File: src/rtl/boot_loader_seq.sv
`default_nettype none
// ============================================================================
// Module   : boot_loader_seq
// Brief    : Copies a length-prefixed boot image from the flash ROM read port
//            into boot RAM and holds the core in reset until the copy is done.
//            Define BOOT_CHECKSUM_EN to verify a trailing 32-bit sum word.
// Revision : 1.0  initial release
// ============================================================================
module boot_loader_seq #(
    parameter logic [31:0] FLASH_BASE     = 32'h0000_0000,
    parameter logic [31:0] RAM_BASE       = 32'h0000_0000,
    parameter int          MAX_WORDS      = 1024,
    parameter int          TIMEOUT_CYCLES = 4096
) (
    input  logic        clk,
    input  logic        rst,
    input  logic        boot_start,
    output logic        rom_rd_en,
    output logic [31:0] rom_rd_addr,
    input  logic        rom_rd_valid,
    input  logic [31:0] rom_rd_data,
    output logic        ram_wr_en,
    output logic [31:0] ram_wr_addr,
    output logic [31:0] ram_wr_data,
    output logic        core_rst,
    output logic        boot_done,
    output logic        boot_err,
    output logic [1:0]  err_code
);

    localparam int          c_IDX_W    = $clog2(MAX_WORDS + 1);
    localparam int          c_TMO_W    = $clog2(TIMEOUT_CYCLES + 1);
    localparam logic [c_TMO_W-1:0] c_TMO_LAST = c_TMO_W'(TIMEOUT_CYCLES - 1);
    localparam logic [31:0] c_MAX_W32  = 32'(MAX_WORDS);
    localparam logic [1:0]  c_ERR_NONE = 2'd0;
    localparam logic [1:0]  c_ERR_LEN  = 2'd1;
    localparam logic [1:0]  c_ERR_TMO  = 2'd2;
`ifdef BOOT_CHECKSUM_EN
    localparam logic [1:0]  c_ERR_CSUM = 2'd3;
`endif

    typedef enum logic [2:0] {
        ST_IDLE  = 3'd0,
        ST_HDR   = 3'd1,
        ST_DATA  = 3'd2,
        ST_WRITE = 3'd3,
        ST_DONE  = 3'd5,
        ST_ERROR = 3'd6
`ifdef BOOT_CHECKSUM_EN
        , ST_CSUM = 3'd4
`endif
    } state_t;

    state_t               r_state, w_state;
    logic                 r_rom_rd_en, w_rom_rd_en;
    logic [31:0]          r_rom_rd_addr, w_rom_rd_addr;
    logic                 r_ram_wr_en, w_ram_wr_en;
    logic [31:0]          r_ram_wr_addr, w_ram_wr_addr;
    logic [31:0]          r_ram_wr_data, w_ram_wr_data;
    logic                 r_core_rst, w_core_rst;
    logic                 r_boot_done, w_boot_done;
    logic                 r_boot_err, w_boot_err;
    logic [1:0]           r_err_code, w_err_code;
    logic [c_IDX_W-1:0]   r_idx, w_idx;
    logic [c_IDX_W-1:0]   r_len, w_len;
    logic [c_TMO_W-1:0]   r_tmo, w_tmo;
`ifdef BOOT_CHECKSUM_EN
    logic [31:0]          r_sum, w_sum;
`endif

    logic                 w_in_read;
    logic                 w_rd_hit;
    logic [c_IDX_W-1:0]   w_idx_inc;
    logic [31:0]          w_next_rd_addr;

    assign w_rd_hit  = r_rom_rd_en & rom_rd_valid;
    assign w_idx_inc = r_idx + 1'b1;
    // Word k of the image body sits one word past the header: FLASH_BASE + 4*(k+1).
    // With k = i+1 this also lands on the checksum word once i+1 == N.
    assign w_next_rd_addr = FLASH_BASE + ((32'(w_idx_inc) + 32'd1) << 2);

`ifdef BOOT_CHECKSUM_EN
    assign w_in_read = (r_state == ST_HDR) || (r_state == ST_DATA) || (r_state == ST_CSUM);
`else
    assign w_in_read = (r_state == ST_HDR) || (r_state == ST_DATA);
`endif

    always_comb begin
        w_state       = r_state;
        w_rom_rd_en   = 1'b0;
        w_rom_rd_addr = r_rom_rd_addr;
        w_ram_wr_en   = 1'b0;
        w_ram_wr_addr = r_ram_wr_addr;
        w_ram_wr_data = r_ram_wr_data;
        w_core_rst    = 1'b1;
        w_boot_done   = 1'b0;
        w_boot_err    = 1'b0;
        w_err_code    = r_err_code;
        w_idx         = r_idx;
        w_len         = r_len;
        w_tmo         = r_tmo;
`ifdef BOOT_CHECKSUM_EN
        w_sum         = r_sum;
`endif

        case (r_state)
            ST_IDLE: begin
                w_state       = ST_HDR;
                w_rom_rd_en   = 1'b1;
                w_rom_rd_addr = FLASH_BASE;
                w_tmo         = '0;
                w_err_code    = c_ERR_NONE;
            end

            ST_HDR: begin
                if (w_rd_hit) begin
                    if ((rom_rd_data == 32'd0) || (rom_rd_data > c_MAX_W32)) begin
                        w_state    = ST_ERROR;
                        w_boot_err = 1'b1;
                        w_err_code = c_ERR_LEN;
                    end else begin
                        w_state       = ST_DATA;
                        w_len         = rom_rd_data[c_IDX_W-1:0];
                        w_idx         = '0;
`ifdef BOOT_CHECKSUM_EN
                        w_sum         = '0;
`endif
                        w_rom_rd_en   = 1'b1;
                        w_rom_rd_addr = FLASH_BASE + 32'd4;
                        w_tmo         = '0;
                    end
                end
            end

            ST_DATA: begin
                if (w_rd_hit) begin
                    w_state       = ST_WRITE;
                    w_ram_wr_en   = 1'b1;
                    w_ram_wr_addr = RAM_BASE + (32'(r_idx) << 2);
                    w_ram_wr_data = rom_rd_data;
                end
            end

            ST_WRITE: begin
                w_idx = w_idx_inc;
`ifdef BOOT_CHECKSUM_EN
                w_sum = r_sum + r_ram_wr_data;
`endif
                if (w_idx_inc == r_len) begin
`ifdef BOOT_CHECKSUM_EN
                    w_state       = ST_CSUM;
                    w_rom_rd_en   = 1'b1;
                    w_rom_rd_addr = w_next_rd_addr;
                    w_tmo         = '0;
`else
                    w_state     = ST_DONE;
                    w_core_rst  = 1'b0;
                    w_boot_done = 1'b1;
`endif
                end else begin
                    w_state       = ST_DATA;
                    w_rom_rd_en   = 1'b1;
                    w_rom_rd_addr = w_next_rd_addr;
                    w_tmo         = '0;
                end
            end

`ifdef BOOT_CHECKSUM_EN
            ST_CSUM: begin
                if (w_rd_hit) begin
                    if (rom_rd_data == r_sum) begin
                        w_state     = ST_DONE;
                        w_core_rst  = 1'b0;
                        w_boot_done = 1'b1;
                    end else begin
                        w_state    = ST_ERROR;
                        w_boot_err = 1'b1;
                        w_err_code = c_ERR_CSUM;
                    end
                end
            end
`endif

            ST_DONE: begin
                w_core_rst  = 1'b0;
                w_boot_done = 1'b1;
                if (boot_start) begin
                    w_state     = ST_IDLE;
                    w_core_rst  = 1'b1;
                    w_boot_done = 1'b0;
                end
            end

            ST_ERROR: begin
                w_boot_err = 1'b1;
                if (boot_start) begin
                    w_state    = ST_IDLE;
                    w_boot_err = 1'b0;
                    w_err_code = c_ERR_NONE;
                end
            end

            default: begin
                w_state = ST_IDLE;
            end
        endcase

        // Shared wait handling for every read state; a valid on the final
        // budget cycle is taken as a hit above and never reaches this branch.
        if (w_in_read && !w_rd_hit) begin
            if (r_tmo == c_TMO_LAST) begin
                w_state    = ST_ERROR;
                w_boot_err = 1'b1;
                w_err_code = c_ERR_TMO;
            end else begin
                w_rom_rd_en = 1'b1;
                w_tmo       = r_tmo + 1'b1;
            end
        end
    end

    always_ff @(posedge clk or posedge rst) begin
        if (rst) begin
            r_state       <= ST_IDLE;
            r_rom_rd_en   <= 1'b0;
            r_rom_rd_addr <= '0;
            r_ram_wr_en   <= 1'b0;
            r_ram_wr_addr <= '0;
            r_ram_wr_data <= '0;
            r_core_rst    <= 1'b1;
            r_boot_done   <= 1'b0;
            r_boot_err    <= 1'b0;
            r_err_code    <= c_ERR_NONE;
            r_idx         <= '0;
            r_len         <= '0;
            r_tmo         <= '0;
`ifdef BOOT_CHECKSUM_EN
            r_sum         <= '0;
`endif
        end else begin
            r_state       <= w_state;
            r_rom_rd_en   <= w_rom_rd_en;
            r_rom_rd_addr <= w_rom_rd_addr;
            r_ram_wr_en   <= w_ram_wr_en;
            r_ram_wr_addr <= w_ram_wr_addr;
            r_ram_wr_data <= w_ram_wr_data;
            r_core_rst    <= w_core_rst;
            r_boot_done   <= w_boot_done;
            r_boot_err    <= w_boot_err;
            r_err_code    <= w_err_code;
            r_idx         <= w_idx;
            r_len         <= w_len;
            r_tmo         <= w_tmo;
`ifdef BOOT_CHECKSUM_EN
            r_sum         <= w_sum;
`endif
        end
    end

    assign rom_rd_en   = r_rom_rd_en;
    assign rom_rd_addr = r_rom_rd_addr;
    assign ram_wr_en   = r_ram_wr_en;
    assign ram_wr_addr = r_ram_wr_addr;
    assign ram_wr_data = r_ram_wr_data;
    assign core_rst    = r_core_rst;
    assign boot_done   = r_boot_done;
    assign boot_err    = r_boot_err;
    assign err_code    = r_err_code;

endmodule

`default_nettype wire

File: config.mk
export PLATFORM = sky130hd
export DESIGN_NAME = boot_loader_seq
export DESIGN_NICKNAME = d
export VERILOG_FILES = /design/src/rtl/boot_loader_seq.sv
export SDC_FILE = /design/constraint.sdc
export NUM_CORES = 1
export LEC_CHECK = 0
export ABC_AREA = 1
export CAP_MARGIN = 30
export CORE_AREA = 4 4 78 152
export DETAILED_ROUTE_END_ITERATION = 6
export DIE_AREA = 0 0 82 156
export PLACE_DENSITY_LB_ADDON = 0.2
export SLEW_MARGIN = 0
export SYNTH_ARGS = -nofsm -noshare
export SYNTH_HDL_FRONTEND = slang
export SYNTH_SLANG_ARGS = --single-unit
File: constraint.sdc
create_clock -name clk -period 7 [get_ports clk]
set_input_delay 1.05 -clock clk [delete_from_list [all_inputs] [get_ports clk]]
set_output_delay 1.05 -clock clk [all_outputs]
set_load 0.01 [all_outputs]
==> key figures <==
Timing
  – Fmax: 0.336 GHz
  – Clock skew after layout: 8.95 ps
  – Post-route fraction of the period consumed by the critical path: 0.426
  – Number of max-slew violations in the final report: 0
  – Worst hold slack: 470 ps
  – Worst slew margin relative to its limit: 0.404
  – Final min period: 2980 ps
  – Unrepaired setup endpoints after global routing: false
  – Post-layout worst setup margin: 4020 ps
  – Final count of negative-setup-slack endpoints: 0
  – Least-Margin Pin Slew: 892 ps
  – Final sum of negative setup slack: 0 ps
  – Final Hold Viols: 0

Power
  – Proportion of power drawn by flip-flops and latches: 0.362
  – Proportion of power drawn by combinational gates: 0.418
  – Power, Total: 2.45 mW
  – Switching part of the total power: 0.383
  – Power share of the clock group: 0.220
  – Internal portion of total power: 1.51 mW
  – Leakage: 3.17 nW
  – Switch Pwr: 938 µW
  – Max rail drop VDD: 0.185 mV
  – Total power per unit cell area: 379 nW/µm²

Global route
  – Wire length of the first global-routing pass: 21.2 mm
  – Antenna violations before repair: 0
  – Largest net degree at the start of global routing: 65
  – Number of global-route vias before repair: 4434
  – Grt ovf: 0
  – Overall track demand over capacity in global routing: 0.214

Placement
  – Routability congestion estimate: 0.931
  – HPWL reported at the end of detailed placement: 10.1 mm
  – Number of port buffers: 97
  – Place WS: 3610 ps

Drt
  – Length of the first detailed-routing pass in iterations: 4
  – Top routing layer used: met4
  – Number of design-rule violations left by the first detailed-router iteration: 197
  – Routed wire length: 13.1 mm
  – Post-detailed-route DRC marker count: 0
  – Met1 Wirelength: 4.81 mm
  – Wire per inst: 14.5 µm
  – Routed length on met2: 7.38 mm
  – Via density per instance: 5.01
  – Remaining antenna violation count after routing: 0
  – Via total after detailed routing: 4541
  – Routed met3 length: 620 µm

Yosys
  – Netlist cell types: 34
  – Syn Area/Cell: 7.73 µm²
  – Synthesized cell area: 5210 µm²
  – Instance count of the mapped netlist: 674
  – Synth warnings: 0
  – FF+latch count, synth: 100
  – Post-synthesis sequential area ratio: 0.480

Setup path
  – Worst Path Class, Setup: in2reg
  – CP max FO: 23
  – Cell family with the largest share of critical-path delay: buffers and inverters
  – Cell Chain, Critical Path: clkdlybuf4s50_1, nor2_1, nand3_1, o21ai_0, nand3_1, nor3_1, buf_4, inv_1, nand3_1, o21ai_0
  – Arrival @ worst endpoint: 3180 ps
  – Critical path startpoint category: input pin
  – CP Buf/Inv Count: 3
  – Slowest library cell on the worst path: sky130_fd_sc_hd__clkdlybuf4s50_1
  – Endpoint type of the worst setup path: flip-flop
  – WP data required: 7200 ps
  – Cell repeated most along the worst path: sky130_fd_sc_hd__nand3_1
  – Stage delay of the slowest cell on the critical path: 460 ps

Layout
  – Synth-to-Final Area Change: 24.0%
  – Final #Nets: 804
  – Fraction of final layout cells with drive strength greater than 1: 0.0597
  – Number of diodes added for antenna fixing: 0

Die
  – Height of the chip: 156 µm
  – Io pins: 139
  – Overall die width: 82 µm
  – Initial core utilization: 0.491
  – Full die area: 12800 µm²
  – Core Area: 10600 µm²
  – Floorplan row count: 53

Clocking
  – Hold buffers post-CTS: 0
  – Clock tree from TritonCTS: built
  – Root Driver: sky130_fd_sc_hd__clkbuf_16
  – Post-cts resize count: 0
  – CTS clk-pin slew, worst paths: 70 ps
  – Total clock buffers created by CTS: 9
  – Number of levels the H-tree was split into: 3
  – Skew-Pair Late Insertion Delay: 340 ps
  – Number of buffers on the longest clock path: 2
  – Post-CTS setup buffer count: 0
  – Sink Count: 100

Run status
  – Outcome: completed

Run
  – Max Cap Violations: 0

Hold path
  – Hold Path Class: reg2reg
[cell usage after synthesis]
library cell               instances  share of area
sky130_fd_sc_hd__nand2_1         206           0.15
sky130_fd_sc_hd__dfrtp_1          99           0.48
sky130_fd_sc_hd__nand3_1          63          0.061
sky130_fd_sc_hd__nor2_1           62          0.045
sky130_fd_sc_hd__inv_1            59          0.042
sky130_fd_sc_hd__buf_4            43          0.062
sky130_fd_sc_hd__o21ai_0          38          0.036
sky130_fd_sc_hd__a21oi_1          23          0.022
sky130_fd_sc_hd__nand4_1          17          0.020
sky130_fd_sc_hd__clkbuf_1         16          0.012
sky130_fd_sc_hd__nor2_2            7         0.0084
sky130_fd_sc_hd__nand2_2           5         0.0060
sky130_fd_sc_hd__xor2_1            4         0.0067
sky130_fd_sc_hd__ha_1              3         0.0072
sky130_fd_sc_hd__nand3_2           3         0.0058
sky130_fd_sc_hd__o31ai_1           3         0.0043
sky130_fd_sc_hd__xnor2_1           3         0.0050
sky130_fd_sc_hd__nand2_4           2         0.0043
sky130_fd_sc_hd__nor2_4            2         0.0043
sky130_fd_sc_hd__nor3_1            2         0.0019
sky130_fd_sc_hd__a211oi_1          1         0.0014
sky130_fd_sc_hd__a31o_2            1         0.0017
sky130_fd_sc_hd__buf_2             1        0.00096
sky130_fd_sc_hd__buf_6             1         0.0022
sky130_fd_sc_hd__conb_1            1        0.00072
sky130_fd_sc_hd__dfstp_2           1         0.0050
sky130_fd_sc_hd__inv_2             1        0.00072
sky130_fd_sc_hd__nand3b_1          1         0.0014
sky130_fd_sc_hd__nor3b_1           1         0.0014
sky130_fd_sc_hd__o211ai_1          1         0.0014
sky130_fd_sc_hd__o21ai_1           1        0.00096
sky130_fd_sc_hd__or2_2             1         0.0012
sky130_fd_sc_hd__or3_1             1         0.0012
sky130_fd_sc_hd__or3b_2            1         0.0017
[path summary, 6_finish.rpt]
path,slack [ps],depth (start not counted),endpoint,from
max in group asynchronous,4780,3,ram_wr_data[13]$_DFFE_PP0P_,rst
worst max-delay path,4020,10,r_idx[1]$_DFFE_PP0P_,rom_rd_data[1]
min in group asynchronous,1130,2,boot_err$_DFF_PP0_,rst
worst max register to register,4460,14,rom_rd_addr[6]$_DFFE_PP0P_,r_idx[0]$_DFFE_PP0P_
worst min-delay path,470,2,ram_wr_data[19]$_DFFE_PP0P_,ram_wr_data[19]$_DFFE_PP0P_
worst min register to register,470,2,ram_wr_data[19]$_DFFE_PP0P_,ram_wr_data[19]$_DFFE_PP0P_
[power by group through the flow]
| stage | sequential, mW | combinational, mW | clock, mW |
|---|---|---|---|
| 3_5_place_dp | 0.896 | 1.03 | 0 |
| 5_1_grt | 0.911 | 1.14 | 0.576 |
| 4_1_cts | 0.885 | 1.03 | 0.547 |
| 2_1_floorplan | 0.945 | 0.544 | 0 |
| 3_3_place_gp | 0.889 | 1.01 | 0 |
| 6_report | 0.885 | 1.02 | 0.539 |
[layer usage]
| layer | up-vias | GRT usage |
|---|---|---|
| met1 | 2134 | 0.232 |
| met3 | 24 | 0.0335 |
| li1 | 2249 | - |
| met2 | 134 | 0.399 |
| met4 | 0 | 0.0840 |
| met5 | - | 0 |
[layout by cell type (no fill, tap or decap), drive strengths merged, types with 2 or more instances in the layout]
| cell | n |
|---|---|
| o21ai | 39 |
| nand4 | 17 |
| xor2 | 4 |
| clkinvlp | 2 |
| ha | 3 |
| inv | 62 |
| buf | 4 |
| conb | 41 |
| a21oi | 23 |
| clkdlybuf4s50 | 97 |
| clkbuf | 9 |
| nor2 | 71 |
| dfrtp | 99 |
| nand2 | 213 |
| o31ai | 3 |
| xnor2 | 3 |
| nor3 | 2 |
| bufinv | 2 |
| nand3 | 66 |
[registers in the layout, indices dropped and copies added, names as in the netlist, 2 cells and up]
name         flops
rom_rd_addr     12
ram_wr_data     32
r_idx           11
err_code         2
r_len           11
r_state          3
ram_wr_addr     11
r_tmo           13
[final cells by class]
| class | instances | area [µm²] |
|---|---|---|
| clock inverters | 7 | 97.6 |
| fillers | 983 | 4150 |
| inverters | 60 | 228 |
| repair buffers | 101 | 1000 |
| well taps | 137 | 171 |
| multi-input cells | 493 | 2240 |
| clock buffers | 9 | 225 |
| flip-flops and latches | 100 | 2500 |
[worst reg2reg max path, stage by stage, from the launching register on]
cell	delay, ps
sky130_fd_sc_hd__dfrtp_1	480
sky130_fd_sc_hd__ha_1	270
sky130_fd_sc_hd__nand2_2	120
sky130_fd_sc_hd__nor2_4	230
sky130_fd_sc_hd__nand2_1	80
sky130_fd_sc_hd__nand2_1	100
sky130_fd_sc_hd__nand2_2	100
sky130_fd_sc_hd__nand2_1	80
sky130_fd_sc_hd__nand3_1	70
sky130_fd_sc_hd__nor2_2	200
sky130_fd_sc_hd__nand3_2	120
sky130_fd_sc_hd__nand2_4	240
sky130_fd_sc_hd__nand2_4	190
sky130_fd_sc_hd__nand2_1	110
sky130_fd_sc_hd__nand2_1	60
[through the flow]
step	instance area [µm²]	utilization	instances
6_report	6460	0.609	907
5_1_grt	6460	0.609	907
4_1_cts	6460	0.609	907
3_5_place_dp	6140	0.579	891
3_3_place_gp	6140	0.579	891
2_1_floorplan	5360	-	714
[logic make-up after synthesis]
logic type,synth area share
simple gates,0.312
compound gates,0.0684
xor+xnor,0.0118
fa+ha+maj,0.00720
other cells,0.000720
flops,0.480
buf+inv,0.120
Power figures use the tool's default switching activity.
